[src/rtl/cadr_tpclk_gen.sv]
// rtl/cadr_tpclk_gen.sv - synchronous CADR machine-clock generator (optional taps: CADR_TPCLK_TAPS_EN)
module cadr_tpclk_gen #(
    parameter int TICK_NS  = 10,
    parameter int LONG_EXT = 4
) (
    input  logic       clk,
    input  logic       reset,
    input  logic       run,
    input  logic [1:0] speed,
    input  logic       ilong,
    input  logic       hang,
    output logic       tpclk,
    output logic       tpwp,
    output logic       cycle_start,
    output logic [4:0] dly
);

    localparam logic [4:0] LONG_EXT_W = 5'(LONG_EXT);

    typedef enum logic [1:0] {
        S_IDLE,
        S_HIGH,
        S_HANG,
        S_LOW
    } state_t;

    state_t     state;
    state_t     state_nx;
    logic [4:0] cnt;
    logic [4:0] cnt_nx;
    logic [1:0] speed_q;
    logic       ilong_q;
    logic       start;
    logic [4:0] n_len;
    logic [4:0] h_len;
    logic       tpclk_nx;
    logic       tpwp_nx;
    logic       cs_nx;
    logic       unused_tick;

    assign unused_tick = (TICK_NS > 0);

    // Cycle geometry always comes from the values latched at cycle start.
    assign n_len = 5'd8 + {2'b00, speed_q, 1'b0} + (ilong_q ? LONG_EXT_W : 5'd0);
    assign h_len = {1'b0, n_len[4:1]};

    always_ff @(posedge clk or posedge reset) begin
        if (reset) begin
            state   <= S_IDLE;
            cnt     <= 5'd0;
            speed_q <= 2'b00;
            ilong_q <= 1'b0;
        end else begin
            state <= state_nx;
            cnt   <= cnt_nx;
            if (start) begin
                speed_q <= speed;
                ilong_q <= ilong;
            end
        end
    end

    always_comb begin
        state_nx = state;
        cnt_nx   = cnt;
        start    = 1'b0;
        case (state)
            S_IDLE: begin
                cnt_nx = 5'd0;
                if (run) begin
                    state_nx = S_HIGH;
                    start    = 1'b1;
                end
            end
            S_HIGH: begin
                if (cnt == h_len - 5'd1) begin
                    if (hang) begin
                        state_nx = S_HANG;
                    end else begin
                        state_nx = S_LOW;
                        cnt_nx   = h_len;
                    end
                end else begin
                    cnt_nx = cnt + 5'd1;
                end
            end
            S_HANG: begin
                if (!hang) begin
                    state_nx = S_LOW;
                    cnt_nx   = h_len;
                end
            end
            S_LOW: begin
                if (cnt == n_len - 5'd1) begin
                    cnt_nx = 5'd0;
                    if (run) begin
                        state_nx = S_HIGH;
                        start    = 1'b1;
                    end else begin
                        state_nx = S_IDLE;
                    end
                end else begin
                    cnt_nx = cnt + 5'd1;
                end
            end
            default: begin
                state_nx = S_IDLE;
                cnt_nx   = 5'd0;
            end
        endcase
    end

    // Outputs are decoded from the next state so they can be registered
    // and still line up with the state they describe.
    always_comb begin
        tpclk_nx = (state_nx == S_HIGH) || (state_nx == S_HANG);
        cs_nx    = start;
        tpwp_nx  = (state_nx == S_LOW) &&
                   (cnt_nx >= h_len + 5'd1) && (cnt_nx <= n_len - 5'd2);
    end

    always_ff @(posedge clk or posedge reset) begin
        if (reset) begin
            tpclk       <= 1'b0;
            tpwp        <= 1'b0;
            cycle_start <= 1'b0;
        end else begin
            tpclk       <= tpclk_nx;
            tpwp        <= tpwp_nx;
            cycle_start <= cs_nx;
        end
    end

`ifdef CADR_TPCLK_TAPS_EN
    always_ff @(posedge clk or posedge reset) begin
        if (reset) begin
            dly <= 5'b00000;
        end else begin
            dly <= {dly[3:0], tpclk};
        end
    end
`else
    assign dly = 5'b00000;
`endif

endmodule

[config.mk]
export PLATFORM = sky130hd
export DESIGN_NAME = cadr_tpclk_gen
export DESIGN_NICKNAME = d
export VERILOG_FILES = /design/src/rtl/cadr_tpclk_gen.sv
export SDC_FILE = /design/constraint.sdc
export NUM_CORES = 1
export LEC_CHECK = 0
export BUFFER_PORTS_ARGS = -buffer_cell sky130_fd_sc_hd__buf_2
export CORE_ASPECT_RATIO = 0.75
export CORE_UTILIZATION = 50
export DETAILED_ROUTE_END_ITERATION = 6
export PLACE_DENSITY = 0.7
export SLEW_MARGIN = 5
export SYNTH_ARGS = -nofsm -noshare
export SYNTH_HDL_FRONTEND = slang
export SYNTH_SLANG_ARGS = --single-unit
[constraint.sdc]
create_clock -name clk -period 4.3 [get_ports clk]
set_input_delay 0.645 -clock clk [delete_from_list [all_inputs] [get_ports clk]]
set_output_delay 0.645 -clock clk [all_outputs]
set_load 0.02 [all_outputs]
After elaboration in Yosys (flattened, before gate mapping)
Cells that the tools add are included.
{"block": "totals", "register_bits": 13}
{"block": "classes", "n_addsub": 7, "reduce_logical": 4, "n_lt_le_gt_ge": 2, "eq_ne": 8, "n_mux": 15}
{"operator": "case mux 5 bit (4 select lines)", "n": 1}
{"operator": "two-way mux 5 bit", "n": 3}
{"operator": "== test 5 bit", "n": 2}
{"operator": "== test 2 bit (second input constant)", "n": 4}
{"operator": "two-way mux 2 bit", "n": 4}
{"operator": "case mux 2 bit (4 select lines)", "n": 1}
{"operator": "adder 4 x 1 -> 5 bit (second input constant)", "n": 1}
{"operator": "adder 4 x 3 -> 5 bit (first input constant)", "n": 1}
{"operator": "adder 5 x 1 -> 5 bit (second input constant)", "n": 1}
{"operator": "adder 5 x 3 -> 5 bit", "n": 1}
{"operator": "greater-or-equal comparator 5 bit", "n": 1}
{"operator": "less-or-equal comparator 5 bit", "n": 1}
{"operator": "subtractor 4 x 1 -> 5 bit (second input constant)", "n": 1}
{"operator": "subtractor 5 x 1 -> 5 bit (second input constant)", "n": 1}
{"operator": "subtractor 5 x 2 -> 5 bit (second input constant)", "n": 1}
{"operator": "== test 2 x 1 -> 1 bit (second input constant)", "n": 2}
{"operator": "two-way mux 1 bit", "n": 4}
{"operator": "two-way mux 3 bit", "n": 1}
{"operator": "logical AND 1 bit", "n": 2}
{"operator": "logical NOT 2 bit", "n": 1}
{"operator": "case mux 1 bit (2 select lines)", "n": 1}
{"operator": "logical OR 1 bit", "n": 1}

Depth between registers and ports, before layout
Gate-level depths: netlist of the first run.
{"block": "depth", "ltp_word": 9, "mapped_depth": 14, "mapped_depth_nobuf": 13}

Least setup slack after synthesis of the first run
Ideal clock, no wire load.
{"block": "synth_path", "path_kind": "flip-flop to flip-flop", "from": "reg speed_q[1]", "to": "reg tpwp", "path_slack_ps": 1090, "synth_period_minus_slack_ps": 3210, "setup_ps": 137, "path_stages_with_launch": 14, "arrival_ps": 3073, "t_required_ps": 4163, "path_cell_list": "dfrtp_1 > fa_1 > xnor2_1 > nor3_1 > a41oi_2 > or2_1 > a31oi_2 > inv_1 > ha_1 > nand2b_1 > a21o_1 > a21o_1 > a211oi_1 > a221oi_1"}
{"block": "synth_between", "elab_chain_cells": 9, "elab_cells_between_ends": 20, "classes_between": "6 x add/sub; 2 x order compare; 3 x eq/ne; 7 x mux; 2 x reduce/logical"}
{"item": "start: declaration", "line": "31", "rtl": "logic [1:0] speed_q;"}
{"item": "start signal: assignment", "line": "57", "rtl": "speed_q <= speed;"}
{"item": "adder 4 x 3 -> 5 bit *", "line": "44", "rtl": "assign n_len = 5'd8 + {2'b00, speed_q, 1'b0} + (ilong_q ? LONG_EXT_W : 5'd0);"}
{"item": "adder 5 x 3 -> 5 bit *", "line": "44"}
{"item": "subtractor 5 x 1 -> 5 bit or subtractor 4 x 1 -> 5 bit (tied branches)", "line": "94, 76"}
{"item": "== test 5 bit, on equally long branches", "line": "94, 76"}
{"item": "two-way mux 5 bit, on equally long branches", "line": "94, 76"}
{"item": "case mux 5 bit (4 select lines) *", "line": "67", "rtl": "case (state)"}
{"item": "named net cnt_nx[0]", "line": "30", "rtl": "logic [4:0] cnt_nx;"}
{"item": "greater-or-equal comparator 5 bit", "line": "119", "rtl": "(cnt_nx >= h_len + 5'd1) && (cnt_nx <= n_len - 5'd2);"}
{"item": "logical AND 1 bit", "line": "118", "rtl": "tpwp_nx = (state_nx == S_LOW) &&"}
{"item": "logical AND 1 bit *", "line": "119"}
{"item": "named net tpwp_nx", "line": "37", "rtl": "logic tpwp_nx;"}
{"item": "end signal: assignment", "line": "129", "rtl": "tpwp <= tpwp_nx;"}
{"item": "end: declaration", "line": "13", "rtl": "output logic tpwp,"}
The timed path passes the listed nets; every way through them passes the cells marked *.
A chain may end at the register's enable or synchronous reset.

Final worst setup path of the first run
{"block": "layout_path", "from": "reg speed_q[0]", "to": "reg tpwp"}
Same word-level chain as after synthesis.

==> impl_metrics.json, run 1 <==
{
  "layout_commonest_cell": "ha_1",
  "layout.nets": 151,
  "gp_congestion": 0.860,
  "routedWlPerCell_um": 15.7,
  "rows": 14,
  "seq_area_frac_synth_pct": 27.3,
  "first_iter_violations": 37,
  "die_y_um": 44.3,
  "whs_ns": 0.365,
  "start_kind": "register",
  "cap_violations": 0,
  "grt_pass1_wl_um": 4100,
  "worstPathRequired_ns": 4.47,
  "chipWidth_um": 58.4,
  "worstRegToRegCells": 13,
  "htree_num_levels": 1,
  "rsz0062_at_grt": "false",
  "drc": 0,
  "syn_to_final_growth_pct": 5.46,
  "clock_sinks": 13,
  "cts_root_buffer": "clkbuf_4",
  "viasPerCell": 5.53,
  "critPathMaxFanout": 9,
  "ant_nets": 0,
  "vias": 868,
  "place.detailed.instances": 153,
  "use_met2_pct": 39.3,
  "ys_warn_count": 0,
  "post_cts_resized": 0,
  "use_met1_pct": 27.9,
  "cp.depth": 13,
  "cp_num_buf_inv": 1,
  "met3_usage_pct": 6.43,
  "cp_top_family": "compound AO/OA/AOI/OAI gates",
  "coreArea_um2": 2120,
  "path_clk_slew_ns": 0.09,
  "antenna_found_initial": 0,
  "irDropWorstVdd_mv": 0.384,
  "power_density_nw_per_um2": 769,
  "slew_violations": 0,
  "grt.total_usage_pct": 22.1,
  "cts_hold_buf": 0,
  "cts_made_buffers": 3,
  "cp_slowest_stage_delay_ns": 0.60,
  "finalNonFillerCells": 157,
  "grt-busiest-layer": "met2",
  "worstHoldPathType": "primary input to async pin",
  "critical_path_class": "register to register",
  "ys_ff_latch": 13,
  "max_freq_ghz": 0.268,
  "drt-total-wl_um": 2470,
  "firstDrtPassIters": 4,
  "hold_viol": 0,
  "critical_path_arrival_ns": 3.90,
  "hpwl_um": 1940,
  "endpoint_kind": "register",
  "period_needed_ns": 3.73,
  "layout-drive-gt1-share_pct": 17.6,
  "finalCritPeriodShare_pct": 86.8,
  "initial_core_util_pct": 56.3,
  "path_common_cell": "a21o_1",
  "status": "complete, no violations",
  "maxSlewHeadroom_pct": 61.6,
  "cts_setup_buffers": 0,
  "mostFrequentLayoutCells": "17 x ha_1, 13 x dfrtp_1, 9 x nor2_1, 9 x buf_2, 8 x inv_1",
  "io-pin-count": 15,
  "clock_path_buffers": 2,
  "ys_types": 37,
  "tritoncts": "built",
  "grt_pass1_vias": 861,
  "netlist_instances": 118,
  "grt_max_degree": 14,
  "tightest_slew_ns": 0.575,
  "p_leak_nw": 0.627,
  "io_buffers": 9,
  "setup_viol": 0,
  "finalSetupTns_ns": 0,
  "syn_area_um2": 1190,
  "dieArea_um2": 2590,
  "antenna_cells": 0,
  "cp_cell_sequence": "fa_1 -> xnor2_1 -> nor3_1 -> a41oi_2 -> or2_1 -> a31oi_2 -> inv_1 -> ha_1 -> nand2b_1 -> a21o_1 -> a21o_1 -> a211oi_1 -> a221oi_1",
  "slowest_stage": "dfrtp_1",
  "grt.overflow.total": 0,
  "avgSynthCellArea_um2": 10.1,
  "clock_latency_ns": 0.29,
  "skew_ns": 0.0114
}
==> sequential cells by signal (all words and copies together) (netlist names) <==
| register | count |
|---|---|
| ilong_q | 1 |
| tpclk | 1 |
| cnt | 5 |
| state | 2 |
| tpwp | 1 |
| cycle_start | 1 |
| speed_q | 2 |
==> synth_stat cells (all sizes together) <==
cell type / count / area, um^2
nor3b: 1 / 18.8
and4: 1 / 8.76
o311ai: 2 / 17.5
nand3: 6 / 30.0
fa: 1 / 20.0
buf: 8 / 55.1
conb: 1 / 3.75
clkbuf: 2 / 7.51
or2: 1 / 6.26
o2bb2ai: 1 / 8.76
mux2: 3 / 45.0
mux2i: 3 / 30.0
nand2b: 2 / 12.5
a41oi: 1 / 16.3
inv: 8 / 30.0
a211oi: 1 / 7.51
dfrtp: 13 / 325
xor2: 5 / 43.8
xnor2: 5 / 43.8
xor3: 1 / 23.8
a31oi: 1 / 12.5
o21ai: 4 / 20.0
a21oi: 7 / 38.8
nand3b: 2 / 15.0
xnor3: 1 / 22.5
nand2: 2 / 7.51
a21o: 4 / 30.0
nor2: 10 / 40.0
a31o: 1 / 8.76
a221oi: 1 / 8.76
ha: 17 / 213
nor3: 2 / 21.3
==> power breakdown <==
group / internal [mW] / switching [mW] / leakage, nW
Sequential: 0.166 / 0.0735 / 0.168
Combinational: 0.301 / 0.348 / 0.441
Clock: 0.0346 / 0.0444 / 0.0177
==> routing by layer <==
layer | part of all wire (%) | wire length (um)
met3 | 5.4 | 134
met1 | 48 | 1170
met4 | 0 | 0
met2 | 47 | 1160
met5 | 0 | 0
==> logic make-up (layout without fill, tap and decap cells) <==
| logic type | count (synthesis) | in the layout | synth area share [%] |
|---|---|---|---|
| AND/OR/NAND/NOR | 27 | 27 | 13.4 |
| adder cells (fa/ha/maj) | 18 | 18 | 19.5 |
| buffers and inverters | 18 | 21 | 7.77 |
| AO/OA/AOI/OAI | 23 | 23 | 14.2 |
| other | 1 | 5 | 0.314 |
| multiplexers | 6 | 6 | 6.30 |
| XOR/XNOR | 12 | 12 | 11.2 |
| flip-flops | 13 | 13 | 27.3 |
==> worst paths after layout <==
kind | startpoint | endpoint | slack, ns
max reg2reg | speed_q[0] | tpwp | 0.57
min | reset | tpwp | 0.36
max in group asynchronous | reset | state[1] | 3.59
min in group clk | ilong | ilong_q | 0.60
max | speed_q[0] | tpwp | 0.57
min reg2reg | speed_q[1] | speed_q[1] | 0.66
==> area by class of cell <==
type                            count  area [um^2]
Fill cell                         193          862
Tap cell                           32         40.0
Clock buffer                        3         22.5
Multi-Input combinational cell     91          790
Clock inverter                      1         5.00
Sequential cell                    13          325
Inverter                            8         30.0
Timing Repair Buffer                9         45.0
==> worst reg2reg max path, cell delays in order (launching register included) <==
cell	delay [ns]
dfrtp_1	0.60
fa_1	0.58
xnor2_1	0.17
nor3_1	0.29
a41oi_2	0.27
or2_1	0.30
a31oi_2	0.19
inv_1	0.08
ha_1	0.30
nand2b_1	0.15
a21o_1	0.17
a21o_1	0.17
a211oi_1	0.23
a221oi_1	0.11
==> through the flow <==
step / worst slack (ns) / util, % / area [um^2] / total power, mW
CTS: 0.570 / 59.3 / 1260 / 0.969
detailed placement: 0.586 / 58.0 / 1230 / 0.882
global placement: 0.785 / 58.0 / 1230 / 0.848
floorplan: 1.09 / - / 1210 / 0.755
global route: 0.332 / 59.3 / 1260 / 1.05
finish: 0.569 / 59.3 / 1260 / 0.967
Note: power is estimated with default switching activity, not from simulation.
==> run 2, diff against run 1 <==
CORE_UTILIZATION = 57   (was 50)
PLACE_DENSITY = 0.79   (was 0.7)
==> run 2 against run 1 <==
Critical path type unchanged. Clock power fell by 2%. Largest cell class unchanged. Largest power group unchanged. Final cell count fell by 6.4%. Register-to-register slack improved by 0.08 ns. Highest routed layer is now met4. Clock skew fell by 0.0013 ns. Core utilization rose by 8.3 points.
==> impl_metrics.json, run 2 (synthesized netlist as in run 1, its figures left out) <==
{
  "antenna_cells": 0,
  "irDropWorstVdd_mv": 0.548,
  "drc": 0,
  "path_clk_slew_ns": 0.08,
  "max_freq_ghz": 0.274,
  "chipWidth_um": 54.8,
  "start_kind": "register",
  "vias": 859,
  "antenna_found_initial": 0,
  "gp_congestion": 0.882,
  "layout-drive-gt1-share_pct": 16.8,
  "dp_slack_ns": 0.724,
  "viasPerCell": 5.84,
  "setup_slack_ns": 0.649,
  "rows": 13,
  "power_density_nw_per_um2": 765,
  "critical_path_class": "register to register",
  "critical_path_arrival_ns": 3.79,
  "clock_latency_ns": 0.29,
  "drt-total-wl_um": 2240,
  "grt.overflow.total": 0,
  "clock_sinks": 13,
  "clock_path_buffers": 2,
  "setup_viol": 0,
  "cts_made_buffers": 3,
  "coreArea_um2": 1840,
  "syn_to_final_growth_pct": 4.30,
  "finalCritPeriodShare_pct": 84.9,
  "whs_ns": 0.363,
  "firstDrtPassIters": 4,
  "grt.total_usage_pct": 24.1,
  "layout_commonest_cell": "ha_1",
  "grt_pass1_vias": 816,
  "fin_util_pct": 67.7,
  "cts_setup_buffers": 0,
  "mostFrequentLayoutCells": "17 x ha_1, 13 x dfrtp_1, 9 x nor2_1, 9 x buf_2, 8 x inv_1",
  "io-pin-count": 15,
  "power_uw": 952,
  "finalNonFillerCells": 147,
  "top_regs": "cnt x5, speed_q x2, state x2",
  "worstPathRequired_ns": 4.44,
  "design_area_um2": 1240,
  "hpwl_um": 1760,
  "cts_root_buffer": "clkbuf_4",
  "critPathMaxFanout": 9,
  "post_cts_resized": 0,
  "grt_pass1_wl_um": 3780,
  "worstHoldPathType": "primary input to async pin",
  "htree_num_levels": 1,
  "initial_core_util_pct": 64.9,
  "endpoint_kind": "register",
  "cap_violations": 0,
  "top_register": "cnt",
  "die_y_um": 41.6,
  "layout.nets": 151,
  "io_buffers": 9,
  "ant_nets": 0,
  "grt_max_degree": 14,
  "largest_reg_flops": 5,
  "tritoncts": "built",
  "first_iter_violations": 7,
  "period_needed_ns": 3.65,
  "finalSetupTns_ns": 0,
  "slew_violations": 0,
  "status": "complete, no violations",
  "routedWlPerCell_um": 15.2,
  "p_leak_nw": 0.625,
  "place_area_um2": 1220,
  "rsz0062_at_grt": "false",
  "dieArea_um2": 2280,
  "skew_ns": 0.0102,
  "place.detailed.instances": 143,
  "cts_hold_buf": 0,
  "hold_viol": 0
}
## run 2: cell types whose count changed in the layout (fill, tap and decap cells not counted)
cell / delta
clkinv_2: -1
clkbuf_1: +1
## run 2: layout make-up
cell class	instances	area (um^2)
inverter	8	30.0
tap	22	27.5
fill	158	594
sequential	13	325
multi-input combinational	91	790
clock buffer	4	26.3
timing repair buffer	9	45.0
## run 2: layer usage
layer	global-route usage [%]	share of wire [%]
met1	36.7	52
met2	31.1	41
met3	6.23	4.4
met4	11.3	2.4
met5	0	0
## run 2: worst paths after layout
kind                            cells after the start        from  slack (ns)         end
worst max-delay path                               13  speed_q[0]        0.65        tpwp
worst min-delay path                                2       reset        0.36     ilong_q
worst max register to register                     13  speed_q[0]        0.65        tpwp
worst min register to register                      1     ilong_q        0.62     ilong_q
max in group asynchronous                           2       reset        3.60    state[0]
min in group clk                                    2    speed[1]        0.58  speed_q[1]
## run 2: critical path: stages, from the launching register on
cell and delay (ns):
dfrtp_1 0.56, fa_1 0.57, xnor2_1 0.16, nor3_1 0.29
a41oi_2 0.25, or2_1 0.29, a31oi_2 0.22, inv_1 0.08
ha_1 0.28, nand2b_1 0.13, a21o_1 0.17, a21o_1 0.17
a211oi_1 0.22, a221oi_1 0.11
## run 2: report_power, final
| part | internal (mW) | switching (mW) |
|---|---|---|
| Combinational | 0.302 | 0.343 |
| Sequential | 0.166 | 0.0637 |
| Clock | 0.0361 | 0.0413 |
| Total | 0.504 | 0.448 |
==> run 3, diff against run 2 <==
ABC_AREA = 1   (was unset)
CORE_UTILIZATION = 51   (was 57)
PLACE_DENSITY = 0.74   (was 0.79)
clock period = 3.1 ns   (was 4.3 ns; I/O delays follow)
==> run 3 against run 2 <==
The flow now finishes with violations (DRC). Power up 62%. Clock skew is 0.0037 ns lower. Final cell count rose by 45%. First-iteration DRC count rose to 9.1 times the previous value. Die area increased by 12%. Non-clock buffer count grew 8. Critical path type unchanged. Critical endpoint unchanged. Largest power group unchanged. Highest routed layer unchanged.
==> impl_metrics.json, run 3 <==
{
  "grt_pass1_vias": 976,
  "violations": "DRC",
  "antenna_cells": 0,
  "critical_path_class": "register to register",
  "ys_types": 20,
  "largest_reg_flops": 5,
  "drc": 3,
  "synthFlopType": "dfrtp_1",
  "synth_common_cells": "41 x nand2_1, 27 x inv_1, 17 x ha_1",
  "clock_path_buffers": 2,
  "grt.total_usage_pct": 24.0,
  "viasPerCell": 5.52,
  "grt_max_degree": 14,
  "antenna_found_initial": 0,
  "cts_root_buffer": "clkbuf_4",
  "setup_viol": 0,
  "r2r_start": "speed_q[0]",
  "ys_ff_latch": 13,
  "grt_pass1_wl_um": 4570,
  "fin_util_pct": 66.4,
  "async_flop_share_pct": 100,
  "synth.largest_area_cell": "dfrtp_1",
  "initial_core_util_pct": 57.1,
  "mostFrequentLayoutCells": "39 x nand2_1, 27 x inv_1, 17 x ha_1, 13 x nand3_1, 11 x dfrtp_1",
  "worstRegToRegCells": 18,
  "critical_path_arrival_ns": 3.18,
  "gp_congestion": 0.916,
  "cts_hold_buf": 0,
  "vias": 1176,
  "worstPathRequired_ns": 3.26,
  "worstHoldPathType": "primary input to async pin",
  "cp-startpoint": "speed_q[0]",
  "clock_latency_ns": 0.27,
  "endpoint_kind": "register",
  "critPathCapture": "tpwp",
  "seq_area_frac_synth_pct": 27.1,
  "htree_num_levels": 1,
  "ys_warn_count": 0,
  "ant_nets": 0,
  "hold_viol": 0,
  "critPathMaxFanout": 5,
  "layout.nets": 215,
  "syn_to_final_growth_pct": 16.3,
  "rrSetupSlack_ns": 0.08,
  "routedWlPerCell_um": 14.0,
  "top_register": "cnt",
  "finalNonFillerCells": 213,
  "layout_commonest_cell": "nand2_1",
  "place.detailed.instances": 203,
  "synth-edff-count": 0,
  "die_y_um": 44.0,
  "drt-total-wl_um": 2990,
  "firstDrtPassIters": 6,
  "netlist.area_leader.share_pct": 27.1,
  "finalCritPeriodShare_pct": 97.3,
  "max_freq_ghz": 0.331,
  "status": "complete, but fails checks",
  "dieArea_um2": 2550,
  "skew_ns": 0.00650,
  "r2r_end": "tpwp",
  "io_buffers": 9,
  "power_density_nw_per_um2": 1100,
  "chipWidth_um": 58.0,
  "first_iter_violations": 64,
  "p_leak_nw": 0.791,
  "avgSynthCellArea_um2": 7.10,
  "coreArea_um2": 2100,
  "top_regs": "cnt x5, speed_q x2, state x2",
  "path_clk_slew_ns": 0.08,
  "rows": 14,
  "io-pin-count": 15,
  "yosys.cell_count.top_type": "nand2_1",
  "period_needed_ns": 3.02,
  "syn_area_um2": 1200,
  "slew_violations": 0,
  "grt.overflow.total": 0,
  "clock_sinks": 13,
  "cts_made_buffers": 3,
  "tritoncts": "built",
  "rsz0062_at_grt": "true",
  "hpwl_um": 2230,
  "start_kind": "register",
  "synth.area.top_cells": "dfrtp_1 27%, ha_1 18%, nand2_1 13%, inv_1 8.4%, nand3_1 5.4%",
  "cap_violations": 0,
  "layout-drive-gt1-share_pct": 21.7,
  "irDropWorstVdd_mv": 0.588,
  "netlist_instances": 169
}
[run 3: cells by family (layout without fill, tap and decap cells)]
kind of cell,count (synthesis),after routing,share of synthesized area (%)
compound gates,23,23,11.2
xor+xnor,4,4,2.92
fa+ha+maj,18,18,19.4
buf+inv,34,50,12.2
flops,13,13,27.1
other cells,1,5,0.313
simple gates,76,76,26.9
[run 3: area by class of cell]
class | instances | area (um^2)
multi-input combinational | 126 | 793
clock buffer | 4 | 26.3
tap | 24 | 30.0
sequential | 13 | 328
fill | 165 | 707
timing repair buffer | 17 | 109
inverter | 29 | 109
[run 3: routing by layer]
metal | vias to the layer above | global-route usage (%) | wire, um
met5 | - | 0 | 0
met2 | 62 | 34.9 | 1380
li1 | 572 | - | -
met1 | 536 | 36.3 | 1360
met3 | 6 | 3.28 | 207
met4 | 0 | 9.05 | 47
[run 3: power breakdown]
part	internal, mW	switching [mW]	leakage, nW
clock	0.0498	0.0500	0.0150
sequential	0.235	0.0773	0.167
combinational	0.436	0.693	0.609
[run 3: through the flow]
| step | hold slack (ns) | power [mW] | instance area (um^2) | setup WS, ns | TNS [ns] |
|---|---|---|---|---|---|
| after CTS | 0.204 | 1.34 | 1300 | 0.0161 | 0 |
| after detailed placement | 0.507 | 1.23 | 1270 | 0.0105 | 0 |
| final | 0.202 | 1.54 | 1400 | 0.0832 | 0 |
| after floorplan | 0.342 | 0.975 | 1210 | 0.364 | 0 |
| after global routing | 0.229 | 1.68 | 1400 | -0.139 | -0.139 |
| after global placement | 0.496 | 1.20 | 1270 | 0.0677 | 0 |
[run 3: how the worst min path moves through the flow]
stage / cells past startpoint / end / startpoint / slack (ns)
2_1_floorplan: 1 / cnt[0] / reset / 0.34
3_3_place_gp: 2 / speed_q[0] / reset / 0.50
3_5_place_dp: 2 / cycle_start / reset / 0.51
4_1_cts: 2 / cycle_start / reset / 0.20
5_1_grt: 2 / cnt[4] / reset / 0.23
6_report: 2 / cycle_start / reset / 0.20
[run 3: what timing repair did]
| action | CTS | global route |
|---|---|---|
| hold endpoints to repair | 0 | 0 |
| gates resized for setup | 1 | 19 |
| endpoints found under the setup margin | 1 | 1 |
| buffers inserted | 0 | 6 |
| pin swaps | 0 | 17 |
[run 3: worst max-delay path, cell delays in order, from the launching register on]
cell and delay (ns):
dfrtp_1 0.41, fa_2 0.64, nor2_2 0.04, nor2_1 0.11
nand4_1 0.11, nor2_2 0.17, nand2_2 0.13, nand2_2 0.10
nand2_2 0.08, a22oi_2 0.19, nor2_2 0.07, ha_1 0.28
o21ai_0 0.07, nand2_1 0.06, a21o_1 0.16, a21oi_2 0.11
nand2_1 0.06, nand2_1 0.06, nor2_1 0.04
